## config.mk

```make
export PLATFORM = sky130hd
export DESIGN_NAME = i2c_phase_timer_flat
export DESIGN_NICKNAME = d
export VERILOG_FILES = /design/src/rtl/i2c_phase_timer_pkg.sv /design/src/rtl/i2c_phase_timer_if.sv /design/src/rtl/i2c_phase_timer_tick_counter.sv /design/src/rtl/i2c_phase_timer.sv /design/src/flat_wrapper.sv
export SDC_FILE = /design/constraint.sdc
export NUM_CORES = 1
export LEC_CHECK = 0
export CAP_MARGIN = 5
export CORE_ASPECT_RATIO = 0.75
export CORE_UTILIZATION = 45
export DETAILED_ROUTE_END_ITERATION = 8
export PLACE_DENSITY = 0.68
export SYNTH_ARGS = -nofsm -noshare
export SYNTH_HDL_FRONTEND = slang
export SYNTH_HIERARCHICAL = 1
export SYNTH_SLANG_ARGS = --single-unit
```

## constraint.sdc

```tcl
create_clock -name Clk -period 2.5 [get_ports Clk]
set_input_delay 0.5 -clock Clk [delete_from_list [all_inputs] [get_ports Clk]]
set_output_delay 0.5 -clock Clk [all_outputs]
set_load 0.02 [all_outputs]
```

## src/rtl/i2c_phase_timer_pkg.sv

```systemverilog
`default_nettype none
// ============================================================================
//  Module      : i2c_pkg
//  Description : Shared constants and FSM encoding for the I2C phase timer
//                and the I2C master that it sequences.
//  Revision    : 1.0 - initial release
// ============================================================================
package i2c_pkg;

  // Smallest usable phase length; a requested length of zero is promoted to this.
  localparam int MIN_TICKS = 1;

  // Default geometry used by the I2C master.
  localparam int DEFAULT_SIZE   = 8;
  localparam int DEFAULT_NPHASE = 4;

  // Hold is a qualifier of RUN rather than a separate state.
  typedef enum logic [0:0] {
    ST_IDLE = 1'b0,
    ST_RUN  = 1'b1
  } state_t;

endpackage
`default_nettype wire

```

## src/rtl/i2c_phase_timer_if.sv

```systemverilog
`default_nettype none
// ============================================================================
//  Module      : i2c_phase_timer_if
//  Description : Control/status bundle between the I2C master sequencer and
//                the phase timer.
//  Revision    : 1.0 - initial release
// ============================================================================
interface i2c_phase_timer_if
  import i2c_pkg::*;
#(
  parameter int SIZE   = DEFAULT_SIZE,
  parameter int NPHASE = DEFAULT_NPHASE,
  parameter int PW     = $clog2(NPHASE)
) ();

  logic            Start;
  logic            Stop;
  logic            Periodic;
  logic [SIZE-1:0] Ticks;
  logic            Busy;
  logic [PW-1:0]   Phase;
  logic            Tick;
  logic            BitDone;

  // Sequencer side: issues commands, observes timing.
  modport master (
    output Start, Stop, Periodic, Ticks,
    input  Busy, Phase, Tick, BitDone
  );

  // Timer side.
  modport slave (
    input  Start, Stop, Periodic, Ticks,
    output Busy, Phase, Tick, BitDone
  );

endinterface
`default_nettype wire

```

## src/rtl/i2c_phase_timer_tick_counter.sv

```systemverilog
`default_nettype none
// ============================================================================
//  Module      : i2c_tick_counter
//  Description : Loadable down-counter. Reloads when it reaches one instead of
//                wrapping, and flags that terminal count combinationally.
//  Revision    : 1.0 - initial release
// ============================================================================
module i2c_tick_counter #(
  parameter int SIZE = 8
) (
  input  wire logic            clk,
  input  wire logic            rst,
  input  wire logic            i_load,
  input  wire logic [SIZE-1:0] i_load_val,
  input  wire logic            i_en,
  input  wire logic [SIZE-1:0] i_reload_val,
  output logic                 o_tc
);

  localparam logic [SIZE-1:0] c_one = SIZE'(1);

  logic [SIZE-1:0] r_cnt;
  logic            w_tc;

  assign w_tc = (r_cnt == c_one);
  assign o_tc = w_tc;

  // Load wins over counting; terminal count reloads so the value never wraps.
  always_ff @(posedge clk or posedge rst) begin
    if (rst) begin
      r_cnt <= '0;
    end else if (i_load) begin
      r_cnt <= i_load_val;
    end else if (i_en) begin
      r_cnt <= w_tc ? i_reload_val : (r_cnt - c_one);
    end
  end

endmodule
`default_nettype wire

```

## src/rtl/i2c_phase_timer.sv

```systemverilog
`default_nettype none
// ============================================================================
//  Module      : i2c_phase_timer
//  Description : Splits each I2C bit into NPHASE equal phases of Ticks enabled
//                cycles; pulses Tick at every phase end and BitDone after the
//                last phase. Supports hold, one-shot/periodic and restart.
//  Revision    : 1.0 - initial release
// ============================================================================
module i2c_phase_timer
  import i2c_pkg::*;
#(
  parameter int SIZE   = DEFAULT_SIZE,
  parameter int NPHASE = DEFAULT_NPHASE
) (
  input  wire logic        Clk,
  input  wire logic        Rst,
  i2c_phase_timer_if.slave bus
);

  localparam int              PW           = $clog2(NPHASE);
  localparam logic [PW-1:0]   c_last_phase = PW'(NPHASE - 1);
  localparam logic [PW-1:0]   c_phase_one  = PW'(1);
  localparam logic [SIZE-1:0] c_min_ticks  = SIZE'(MIN_TICKS);

  state_t          r_state;
  state_t          w_state_nxt;
  logic [SIZE-1:0] r_ticks;
  logic [SIZE-1:0] w_ticks_nxt;
  logic [PW-1:0]   r_phase;
  logic [PW-1:0]   w_phase_nxt;
  logic            r_busy;
  logic            r_tick;
  logic            r_done;
  logic            w_tick_nxt;
  logic            w_done_nxt;
  logic            w_cnt_load;
  logic            w_cnt_en;
  logic            w_cnt_tc;

  // The counter is loaded with the freshly latched length on Start and
  // reloads from the held length at every phase end.
  i2c_tick_counter #(
    .SIZE (SIZE)
  ) u_cnt (
    .clk          (Clk),
    .rst          (Rst),
    .i_load       (w_cnt_load),
    .i_load_val   (w_ticks_nxt),
    .i_en         (w_cnt_en),
    .i_reload_val (r_ticks),
    .o_tc         (w_cnt_tc)
  );

  // Next-state and pulse decode: Start beats hold, expiry and Periodic.
  always_comb begin
    w_state_nxt = r_state;
    w_ticks_nxt = r_ticks;
    w_phase_nxt = r_phase;
    w_tick_nxt  = 1'b0;
    w_done_nxt  = 1'b0;
    w_cnt_load  = 1'b0;
    w_cnt_en    = 1'b0;
    if (bus.Start) begin
      w_ticks_nxt = (bus.Ticks == '0) ? c_min_ticks : bus.Ticks;
      w_cnt_load  = 1'b1;
      w_phase_nxt = '0;
      w_state_nxt = ST_RUN;
    end else begin
      case (r_state)
        ST_RUN: begin
          if (!bus.Stop) begin
            w_cnt_en = 1'b1;
            if (w_cnt_tc) begin
              w_tick_nxt = 1'b1;
              if (r_phase == c_last_phase) begin
                w_done_nxt  = 1'b1;
                w_phase_nxt = '0;
                if (!bus.Periodic) begin
                  w_state_nxt = ST_IDLE;
                end
              end else begin
                w_phase_nxt = r_phase + c_phase_one;
              end
            end
          end
        end
        default: begin
          // IDLE: everything holds until the next Start.
        end
      endcase
    end
  end

  // State and output registers; every output leaves the block from a flop.
  always_ff @(posedge Clk or posedge Rst) begin
    if (Rst) begin
      r_state <= ST_IDLE;
      r_ticks <= '0;
      r_phase <= '0;
      r_busy  <= 1'b0;
      r_tick  <= 1'b0;
      r_done  <= 1'b0;
    end else begin
      r_state <= w_state_nxt;
      r_ticks <= w_ticks_nxt;
      r_phase <= w_phase_nxt;
      r_busy  <= (w_state_nxt == ST_RUN);
      r_tick  <= w_tick_nxt;
      r_done  <= w_done_nxt;
    end
  end

  assign bus.Busy    = r_busy;
  assign bus.Phase   = r_phase;
  assign bus.Tick    = r_tick;
  assign bus.BitDone = r_done;

endmodule
`default_nettype wire
```

## src/flat_wrapper.sv

```systemverilog
// flat-port wrapper written by rule: the top's interface ports become plain ports
module i2c_phase_timer_flat import i2c_pkg::*;
#(
  parameter int SIZE   = DEFAULT_SIZE,
  parameter int NPHASE = DEFAULT_NPHASE
)
  (Clk, Rst, bus_Start, bus_Stop, bus_Periodic, bus_Ticks, bus_Busy, bus_Phase, bus_Tick, bus_BitDone);
  i2c_phase_timer_if #(.SIZE(SIZE), .NPHASE(NPHASE)) bus_i ();
  input  wire logic Clk;
  input  wire logic Rst;
  input wire logic [$bits(bus_i.Start)-1:0] bus_Start;
  input wire logic [$bits(bus_i.Stop)-1:0] bus_Stop;
  input wire logic [$bits(bus_i.Periodic)-1:0] bus_Periodic;
  input wire logic [$bits(bus_i.Ticks)-1:0] bus_Ticks;
  output wire logic [$bits(bus_i.Busy)-1:0] bus_Busy;
  output wire logic [$bits(bus_i.Phase)-1:0] bus_Phase;
  output wire logic [$bits(bus_i.Tick)-1:0] bus_Tick;
  output wire logic [$bits(bus_i.BitDone)-1:0] bus_BitDone;
  assign bus_i.Start = bus_Start;
  assign bus_i.Stop = bus_Stop;
  assign bus_i.Periodic = bus_Periodic;
  assign bus_i.Ticks = bus_Ticks;
  assign bus_Busy = bus_i.Busy;
  assign bus_Phase = bus_i.Phase;
  assign bus_Tick = bus_i.Tick;
  assign bus_BitDone = bus_i.BitDone;
  i2c_phase_timer #(.SIZE(SIZE), .NPHASE(NPHASE)) u_core (.Clk(Clk), .Rst(Rst), .bus(bus_i));
endmodule
```

==> results of run 1 <==
[Yosys cell counts, types with 2 or more instances]
cell type,count,area [um^2]
sky130_fd_sc_hd__dfrtp_1,21,525.5
sky130_fd_sc_hd__a21oi_1,11,55.05
sky130_fd_sc_hd__nor2_1,9,33.78
sky130_fd_sc_hd__mux2_2,8,90.09
sky130_fd_sc_hd__inv_1,7,26.28
sky130_fd_sc_hd__nor3_1,5,25.02
sky130_fd_sc_hd__nor3b_1,5,37.54
sky130_fd_sc_hd__mux2i_1,4,40.04
sky130_fd_sc_hd__nand2_1,4,15.01
sky130_fd_sc_hd__nand2b_1,4,25.02
sky130_fd_sc_hd__a21o_1,3,22.52
sky130_fd_sc_hd__clkbuf_1,3,11.26
sky130_fd_sc_hd__ha_1,3,37.54
sky130_fd_sc_hd__nand3_1,3,15.01
sky130_fd_sc_hd__buf_2,2,10.01
sky130_fd_sc_hd__o211ai_1,2,15.01
sky130_fd_sc_hd__o21ai_0,2,10.01
sky130_fd_sc_hd__o31ai_1,2,15.01
sky130_fd_sc_hd__or4b_1,2,20.02
[cell families after synthesis]
group | share of synthesized area
adder cells (fa/ha/maj) | 0.03109
flip-flops | 0.4352
AO/OA/AOI/OAI | 0.1658
AND/OR/NAND/NOR | 0.1948
buffers and inverters | 0.04560
multiplexers | 0.1202
XOR/XNOR | 0.007255
[placed cells by master, fill, tap and decap left out, types with 3 or more instances in the layout]
cell type | synthesis | final
sky130_fd_sc_hd__nand2_1 | 4 | 4
sky130_fd_sc_hd__buf_4 | 1 | 4
sky130_fd_sc_hd__inv_1 | 7 | 7
sky130_fd_sc_hd__ha_1 | 3 | 3
sky130_fd_sc_hd__clkdlybuf4s50_1 | 0 | 17
sky130_fd_sc_hd__mux2i_1 | 4 | 4
sky130_fd_sc_hd__nand3_1 | 3 | 3
sky130_fd_sc_hd__dfrtp_1 | 21 | 21
sky130_fd_sc_hd__clkbuf_4 | 0 | 3
sky130_fd_sc_hd__nor3b_1 | 5 | 5
sky130_fd_sc_hd__a21oi_1 | 11 | 11
sky130_fd_sc_hd__nor2_1 | 9 | 9
sky130_fd_sc_hd__nand2b_1 | 4 | 4
sky130_fd_sc_hd__nor3_1 | 5 | 5
sky130_fd_sc_hd__a21o_1 | 3 | 3
sky130_fd_sc_hd__mux2_2 | 8 | 8
[power breakdown]
| part | internal (mW) | switching [mW] | leakage, nW |
|---|---|---|---|
| combinational | 0.0926 | 0.0943 | 0.344 |
| sequential | 0.372 | 0.0353 | 0.254 |
| clock | 0.0623 | 0.106 | 0.0150 |
[registers in the layout (all words and copies together) (netlist names)]
signal              cells
u_core/u_cnt/r_cnt      8
u_core/bus.Phase        2
u_core/r_ticks          8
u_core/bus.Tick         1
u_core/bus.Busy         1
u_core/bus.BitDone      1
[how the worst min path moves through the flow]
stage	cells past startpoint	slack, ns	from	endpoint
2_1_floorplan	1	0.32	Rst	u_core/u_cnt/r_cnt[0]
3_3_place_gp	1	0.51	u_core/r_ticks[6]	u_core/r_ticks[6]
3_5_place_dp	1	0.52	u_core/r_ticks[7]	u_core/r_ticks[7]
4_1_cts	2	0.46	Rst	u_core/u_cnt/r_cnt[6]
5_1_grt	2	0.48	Rst	u_core/u_cnt/r_cnt[7]
6_report	2	0.45	Rst	u_core/u_cnt/r_cnt[6]
[through the flow]
| stage | utilization | std cells |
|---|---|---|
| after floorplan | - | 120 |
| after global placement | 0.5953 | 170 |
| after detailed placement | 0.5953 | 170 |
| after CTS | 0.6062 | 174 |
| after global routing | 0.6062 | 174 |
| final | 0.6062 | 174 |
[routing by layer]
metal | GRT usage | share of wire
met1 | 0.3003 | 0.49
met2 | 0.3312 | 0.46
met3 | 0.04959 | 0.045
met4 | 0.04000 | 0.0054
met5 | 0 | 0
[area by class of cell]
class	count	area, um^2	area share
Tap cell	34	42.54	0.02899
Multi-Input combinational cell	86	626.9	0.4271
Clock buffer	4	26.28	0.01790
Inverter	7	26.28	0.01790
Sequential cell	21	525.5	0.3581
Timing Repair Buffer	22	220.2	0.1500
==> results.txt, run 1 <==
----------------------------------------------------
[Status]
  Status ... finished, final reports clean

[Route]
  1st-iter DRT viols ... 48
  Count of antenna-violating nets left after detailed routing ... 0
  Via count ... 987
  Final routed DRC violation total ... 0
  Total Routed Length ... 2606 um
  Total iterations of the first detailed-routing run ... 4
  Avg WL per Cell ... 14.98 um
  Per-cell via count in the routed design ... ~5.7

[Timing]
  Time the worst path needs with I/O delays and setup ... 2.129 ns
  Fin. max-slew vios ... 0
  Hold Fails Final Rpt ... 0
  Worst Setup Slack, final ... 0.3705 ns
  Clock tree skew after final layout ... between 0.01 and 0.015 ns
  Unrepaired setup endpoints after global routing ... false
  Maximum clock frequency ... about 470 MHz
  Setup tns final ... 0 ns
  Max-Slew Margin vs Limit ... 0.6015
  Worst hold-check slack ... 0.4478 ns
  Total setup violations reported at the end of the flow ... 0
  Pin slew with the least headroom to its limit ... roughly 0.59 ns
  Final clock period utilization by the worst path ... 0.8518

[Global routing]
  Largest net degree at the start of global routing ... 34
  Via count of the first global-routing pass ... 915
  Global-route wire length before repair ... 4333 um
  GRT Total Usage ... 0.2106
  Grt ovf ... 0
  Initial antenna violation count ... 0

[CTS]
  Clock Path Buffers ... 2
  Buffer cell driving the clock tree root ... sky130_fd_sc_hd__clkbuf_4
  Post-cts resize count ... 0
  Clock latency on the worst-skew pair ... 0.31 ns
  Total CTS buffers ... 3
  TritonCTS Sinks ... 21
  Hold bufs inserted after CTS ... 0
  H-tree level count ... 1
  Number of buffers inserted to repair setup after CTS ... 0
  TritonCTS clock tree ... yes
  Clock-pin slew on the worst setup and hold paths ... between 0.1 and 0.15 ns

[Logic synthesis]
  Number of different library cells in the post-synthesis netlist ... 39
  Synthesized Nets ... 136
  Post-synth EDFFs ... 0
  Fraction of the yosys area taken by sequential cells ... 0.4352
  Post-synthesis instance total ... 120
  Average footprint of a synthesized cell ... 10.06 um^2
  Synth Cell Area ... 1207 um^2
  Async set-or-reset flop fraction in the synthesized netlist ... 1.000
  #FFs+latches synth ... 21
  Predominant post-synthesis flop cell ... sky130_fd_sc_hd__dfrtp_1
  Synth Warn # ... 6

[Job]
  Max Cap Violations ... 0

[Floorplan]
  Horiz. Die Dim ... approximately 60 um
  Number of rows created at floorplan ... 15
  Total I/O pin count ... 18
  Effective utilization at floorplan ... 0.4987
  Die Outline Area ... 2896 um^2
  Height of the chip ... 46.86 um
  Core region area ... 2421 um^2

[Final layout]
  Post-Layout Inst Area ... 1468 um^2
  Filler cells ... around 220
  Layout Nets ... between 150 and 200
  Share of post-route cells with drive strength above 1 ... 0.1429
  Area grow syn2layout ... 21.55%
  N_diodes ... 0

[Pwr]
  Pleak ... 0.6138 nW
  Maximum VDD drop ... 0.2597 mV
  Total power ... between 0.7 and 0.8 mW
  PwrDens ... 519.4 nW/um^2

[Setup path]
  Element type at the critical path start ... register
  Critical path's largest stage delay ... roughly 0.5 ns
  Number of cell instances on the worst register-to-register path ... 6
  Cells traversed along the worst timing path ... inv_1 -> ha_1 -> or4b_1 -> nor2_1 -> and3b_1 -> mux2_2
  Kind of cell adding the most delay to the critical path ... simple AND/OR/NAND/NOR gates
  Required @ worst endpoint ... around 2.7 ns
  Slowest library cell on the worst path ... sky130_fd_sc_hd__or4b_1
  Kind of critical path ... register to register
  Buffers and inverters on the worst path ... 1
  Element type at the critical path end ... register
  Reg-to-reg endpoint ... u_core/bus.Phase[0]
  Startpoint of the lowest-slack register-to-register path ... u_core/u_cnt/r_cnt[1]
  Data arrival time of the critical path ... around 2.3 ns
  Count of cell instances traversed by the critical path ... 6
  CP max FO ... 5
  Worst setup slack for register-to-register paths ... roughly 0.37 ns
  Startpoint of the worst setup timing path ... u_core/u_cnt/r_cnt[1]
  Worst setup path endpoint ... u_core/bus.Phase[0]

[Place]
  HPWL reported at the end of detailed placement ... 1967 um
  Gp weighted congestion ... 0.9056
  Cell Area, Placed ... between 1000 and 1500 um^2
  Post-Place Worst Slack ... 0.2938 ns
  PortBufs ... 17

[Min path]
  Kind of path behind the tightest hold check ... input pin to async pin

----------------------------------------------------
(Power assumes the default switching activity.)
==> inputs of run 2 (changes only) <==
--- a/config.mk
+++ b/config.mk
@@ -5,7 +5,7 @@
 export SDC_FILE = /design/constraint.sdc
 export NUM_CORES = 1
 export LEC_CHECK = 0
-export CAP_MARGIN = 5
+export CAP_MARGIN = 15
 export CORE_ASPECT_RATIO = 0.75
 export CORE_UTILIZATION = 45
 export DETAILED_ROUTE_END_ITERATION = 8
==> results of run 2 <==
Final layout, timing and power as in run 1 (identical DEF).
==> inputs of run 3 (changes only) <==
--- a/config.mk
+++ b/config.mk
@@ -9,7 +9,7 @@
 export CORE_ASPECT_RATIO = 0.75
 export CORE_UTILIZATION = 45
 export DETAILED_ROUTE_END_ITERATION = 8
-export PLACE_DENSITY = 0.68
+export PLACE_DENSITY = 0.71
 export SYNTH_ARGS = -nofsm -noshare
 export SYNTH_HDL_FRONTEND = slang
 export SYNTH_HIERARCHICAL = 1
==> constraint.sdc (replaced) <==
create_clock -name Clk -period 1.8 [get_ports Clk]
set_input_delay 0.36 -clock Clk [delete_from_list [all_inputs] [get_ports Clk]]
set_output_delay 0.36 -clock Clk [all_outputs]
set_load 0.02 [all_outputs]
==> results.txt, run 3 (synthesis results as in run 1) <==
----------------------------------------------------
[Route]
  Count of antenna-violating nets left after detailed routing ... 0 (unchanged)
  Final routed DRC violation total ... 0 (unchanged)
  Total Routed Length ... 3026 um (+16%)
  Per-cell via count in the routed design ... 5.563 (-1.9%)
  Total iterations of the first detailed-routing run ... 4 (unchanged)
  1st-iter DRT viols ... 45 (-6.3%)
  Avg WL per Cell ... 15.36 um (+2.6%)
  Via count ... 1096 (+11%)

[Final layout]
  Leading cell types in the layout, fill and taps excluded ... sky130_fd_sc_hd__buf_4, sky130_fd_sc_hd__dfrtp_1, sky130_fd_sc_hd__clkdlybuf4s50_1
  Share of post-route cells with drive strength above 1 ... 0.3313 (+0.1884)
  Layout Nets ... 180 (+15%)
  Area grow syn2layout ... 41.87%
  Most common library cell in the layout ignoring fill and taps ... sky130_fd_sc_hd__buf_4
  Multi-input gate area in the final layout ... 711.9 um^2 (+14%)
  N_diodes ... 0 (unchanged)
  Filler cells ... 187 (-16%)
  Flip-flop and latch area ... 525.5 um^2 (unchanged)

[Setup path]
  Cells traversed along the worst timing path ... inv_2 -> ha_4 -> or4b_4 -> nor2_4 -> and3b_2 -> mux2_4
  Critical path's largest stage delay ... 0.51 ns (about the same)
  Slowest library cell on the worst path ... sky130_fd_sc_hd__or4b_4
  Kind of critical path ... register to register
  CP max FO ... 4 (-1)
  Data arrival time of the critical path ... 2.07 ns (-0.26 ns)
  Element type at the critical path end ... register
  Kind of cell adding the most delay to the critical path ... simple AND/OR/NAND/NOR gates
  Element type at the critical path start ... register
  Buffers and inverters on the worst path ... 1 (unchanged)
  Required @ worst endpoint ... 2.00 ns (-0.70 ns)

[Floorplan]
  Die Outline Area ... 2896 um^2 (unchanged)
  Core region area ... 2421 um^2 (unchanged)
  Number of rows created at floorplan ... 15 (unchanged)
  Height of the chip ... 46.86 um (unchanged)
  Total I/O pin count ... 18 (unchanged)
  Horiz. Die Dim ... 61.81 um (unchanged)
  Effective utilization at floorplan ... 0.4987 (unchanged)

[CTS]
  TritonCTS Sinks ... 21 (unchanged)
  Buffer cell driving the clock tree root ... sky130_fd_sc_hd__clkbuf_4
  H-tree level count ... 1 (unchanged)
  Hold bufs inserted after CTS ... 0 (unchanged)
  Total CTS buffers ... 3 (unchanged)
  Clock-pin slew on the worst setup and hold paths ... 0.12 ns (about the same)
  Clock latency on the worst-skew pair ... 0.30 ns (about the same)
  Clock Path Buffers ... 2 (unchanged)
  TritonCTS clock tree ... yes

[Status]
  Failing checks ... setup timing
  Status ... finished, violations left

[Job]
  Max Cap Violations ... 0 (unchanged)

[Global routing]
  Grt ovf ... 0 (unchanged)
  Largest net degree at the start of global routing ... 19 (-44%)
  Initial antenna violation count ... 0 (unchanged)
  Via count of the first global-routing pass ... 1090 (+19%)
  GRT Total Usage ... 0.2391 (+0.02846)
  Global-route wire length before repair ... 4905 um (+13%)

[Timing]
  Clock tree skew after final layout ... 0.002359 ns (-0.009449 ns)
  Hold Fails Final Rpt ... 0 (unchanged)
  Unrepaired setup endpoints after global routing ... true
  Worst Setup Slack, final ... -0.06290 ns (-0.4334 ns)
  Fin. max-slew vios ... 0 (unchanged)
  Worst hold-check slack ... 0.3443 ns (-0.1035 ns)
  Pin slew with the least headroom to its limit ... 0.5294 ns (-0.06380 ns)
  Final clock period utilization by the worst path ... 1.035 (+0.1832)
  Total setup violations reported at the end of the flow ... 4 (+4)
  Max-Slew Margin vs Limit ... 0.6467 (+0.04519)
  Time the worst path needs with I/O delays and setup ... 1.863 ns (-0.2666 ns)
  Maximum clock frequency ... 536.8 MHz (+14%)

[Pwr]
  Pleak ... 0.7547 nW (+23%)
  PwrDens ... 686.5 nW/um^2 (+32%)
  Maximum VDD drop ... 0.4807 mV (+85%)

[Place]
  Gp weighted congestion ... 0.8480 (-6.4%)
  PortBufs ... 17 (unchanged)
  Post-Place Worst Slack ... -0.1950 ns (-0.4888 ns)
  HPWL reported at the end of detailed placement ... 2288 um (+16%)

[Min path]
  Kind of path behind the tightest hold check ... input pin to async pin

----------------------------------------------------
[run 3: where the power goes]
part / switching [mW] / internal [mW] / leakage, nW
Combinational: 0.189 / 0.204 / 0.485
Sequential: 0.0349 / 0.516 / 0.254
Clock: 0.146 / 0.0864 / 0.0150
Total: 0.370 / 0.806 / 0.755
[run 3: layer usage]
layer	routed length (um)	vias up	track usage
met2	1449	23	0.3935
met1	1418	539	0.3111
li1	-	528	-
met3	113	6	0.06612
met5	0	-	0
met4	45	0	0.07111
[run 3: final cells by class]
| cell class | count | share of cell area |
|---|---|---|
| tap | 34 | 0.02484 |
| sequential | 21 | 0.3068 |
| inverter | 7 | 0.01534 |
| clock buffer | 4 | 0.01534 |
| multi-input combinational | 86 | 0.4156 |
| timing repair buffer | 45 | 0.2221 |
[run 3: metrics by stage]
step	setup TNS (ns)	std cells	power, mW	utilization	area (um^2)
2_1_floorplan	-0.2833	120	0.7582	-	1249
3_3_place_gp	-0.7515	191	0.9028	0.6693	1620
3_5_place_dp	-0.8834	191	0.9131	0.6693	1620
4_1_cts	-0.1395	196	1.151	0.6863	1662
5_1_grt	-0.4905	197	1.245	0.7075	1713
6_report	-0.1060	197	1.176	0.7075	1713
[run 3: final timing paths]
path / startpoint / to / slack (ns) / cells past startpoint
max: u_core/u_cnt/r_cnt[1] / u_core/bus.Phase[0] / -0.06 / 6
min: Rst / u_core/u_cnt/r_cnt[2] / 0.34 / 2
max reg2reg: u_core/u_cnt/r_cnt[1] / u_core/bus.Phase[0] / -0.06 / 6
min reg2reg: u_core/r_ticks[2] / u_core/r_ticks[2] / 0.54 / 1
max in group asynchronous: Rst / u_core/bus.Busy / 1.04 / 2
min in group Clk: u_core/r_ticks[2] / u_core/r_ticks[2] / 0.54 / 1
[run 3: timing repair]
item                                    in CTS  in global routing
gates resized for setup                      1                  6
hold endpoints to repair                     0                  0
endpoints found under the setup margin       6                 10
buffers inserted                             1                  1
pin swaps                                    1                  3
gates cloned                                 0                  0
==> patch: new RTL, config.mk and constraints of run 3 <==
Set the package constant `DEFAULT_NPHASE` to 8 (it was 4).
--- a/src/rtl/i2c_phase_timer_pkg.sv
+++ b/src/rtl/i2c_phase_timer_pkg.sv
@@ -12,7 +12,7 @@
 
   // Default geometry used by the I2C master.
   localparam int DEFAULT_SIZE   = 8;
-  localparam int DEFAULT_NPHASE = 4;
+  localparam int DEFAULT_NPHASE = 8;
 
   // Hold is a qualifier of RUN rather than a separate state.
   typedef enum logic [0:0] {
Ports: changed (resized bus_Phase); port bits go from 18 to 19. No check against the original RTL was run, so the function may have changed too.
==> patch against run 3 <==
The run still ends with setup timing left; global-route usage rose by 0.090 points; die area is 4.9% higher; sequential cell count is 1 higher; design area up 4.8%; area after synthesis up 5.1%; power up 20%; setup slack better by 0.027 ns; routed wire length rose by 6.9%; sequential share of layout area barely moved; via count is 2.1% higher; final cell count rose by 2.0%; critical endpoint unchanged; highest routed layer unchanged.
==> patch: results <==
global_routing:
  grt_first_pass_wirelength_um: 5290
  grt_max_degree: 15
  grt_pass1_vias: 1123
  grt_usage_pct: 24.0
detailed_routing:
  met2_length_um: 1560
  drt-pass1-iter-count: 4
  wirelength_um: 3230
  top_layer: "met4"
  wl_met1_um: 1540
  viasPerCell: 5.57
  met3WireLength_um: 105
  drt_iter0_drc: 42
clock_tree:
  clk_latency_ns: 0.28
  root_buffer: "clkbuf_8"
  clockBufferDepth: 2
  clk_pin_slew_worst_paths_ns: 0.09
  h-tree-depth: 1
  cts_made_buffers: 3
synthesis:
  synth_ff_type: "dfrtp_1"
  synth_largest_area_cell: "dfrtp_1"
  yosys-top-cells-area: "dfrtp_1 43%, mux2_2 7.1%, a21oi_1 4.3%"
  synth_common_cells: "22 x dfrtp_1, 11 x a21oi_1, 8 x mux2_2, 8 x nor2_1, 7 x inv_1"
  ys_seq_area_share_pct: 43.4
  async_flop_share_pct: 100
  yosysWarnings: 6
  synth.distinct_cells: 39
  syn_area_per_cell_um2: 10.1
  syn_nets: 142
critical_path:
  r2r_end: "u_core/bus.Phase[0]"
  slowest_stage: "or4b_4"
  crit_arrival_ns: 2.01
  r2r_start: "u_core/u_cnt/r_cnt[0]"
  r2r_cells: 5
  startpoint_type: "register"
run_status:
  status: "finished with violations"
  violations: "setup timing"
pwr:
  irDropWorstVdd_v: 0.000544
  power.leakage_nw: 0.792
sta:
  setup_viol: 1
  fin_setup_tns_ns: -0.0362
  fin_crit_ns: 1.84
  holdWs_ns: 0.384
  relSlewSlack_pct: 63.7
  fin_worst_skew_ns: 0.0174
  postLayoutSetupSlackWorst_ns: -0.0362
final_layout:
  fin_nets: 183
  instances_no_fill: 201
  drive_above_1_share_pct: 30.9
  num_antenna_cells: 0
placed_design:
  placed_area_mm2: 0.00166
  place.gp.congestion: 0.839
  portBuffers: 18
  place_ws_ns: -0.154
  dpl.hpwl_um: 2460
patch: cell types whose count changed after synthesis:
cell,before,now
nand2b_1,4,6
dfrtp_1,21,22
ha_1,3,4
mux2i_1,4,5
nor2_1,9,8
nor3_1,5,6
patch: metal layers:
metal	vias to the layer above	global-route usage [%]
li1	541	-
met1	541	30.6
met2	31	44.1
met3	6	4.29
met4	0	5.91
met5	-	0
patch: repair_timing:
item                                    4_1_cts  5_1_grt
resized for setup                             0       10
buffers inserted                              2        0
endpoints found under the setup margin        5       11
pin swaps                                     1        3
patch: worst max-delay path: cells and delay by family (launching register included):
family | cells | cell delay, ns
flops | 1 | 0.42
mux | 1 | 0.30
simple gates | 3 | 0.85
fa+ha+maj | 1 | 0.15
patch: cells by family after synthesis:
family | after synthesis | synth area share (%)
flip-flops | 22 | 43.4
AO/OA/AOI/OAI | 29 | 15.8
buffers and inverters | 13 | 4.34
adder cells (fa/ha/maj) | 4 | 3.94
AND/OR/NAND/NOR | 42 | 19.6
XOR/XNOR | 1 | 0.690
multiplexers | 14 | 12.2
patch: worst max path at each step:
stage                                        to  slack (ns)  cells after the start
final                       u_core/bus.Phase[0]       -0.04                      5
after global placement    u_core/u_cnt/r_cnt[6]       -0.09                      6
after floorplan             u_core/bus.Phase[0]       -0.19                      7
after detailed placement  u_core/u_cnt/r_cnt[3]       -0.15                      7
after global routing        u_core/bus.Phase[2]       -0.10                      7
after CTS                   u_core/bus.Phase[0]       -0.03                      6
patch: area by class of cell:
| type | instances | area [µm²] |
|---|---|---|
| clock inverters | 1 | 30.0 |
| inverters | 7 | 26.3 |
| repair buffers | 42 | 369 |
| flip-flops and latches | 22 | 551 |
| clock buffers | 3 | 41.3 |
| fillers | 208 | 847 |
| well taps | 36 | 45.0 |
| multi-input cells | 90 | 733 |
patch: power by group:
group | switching, mW | internal, mW
Combinational | 0.180 | 0.188
Clock | 0.174 | 0.298
Sequential | 0.0357 | 0.539
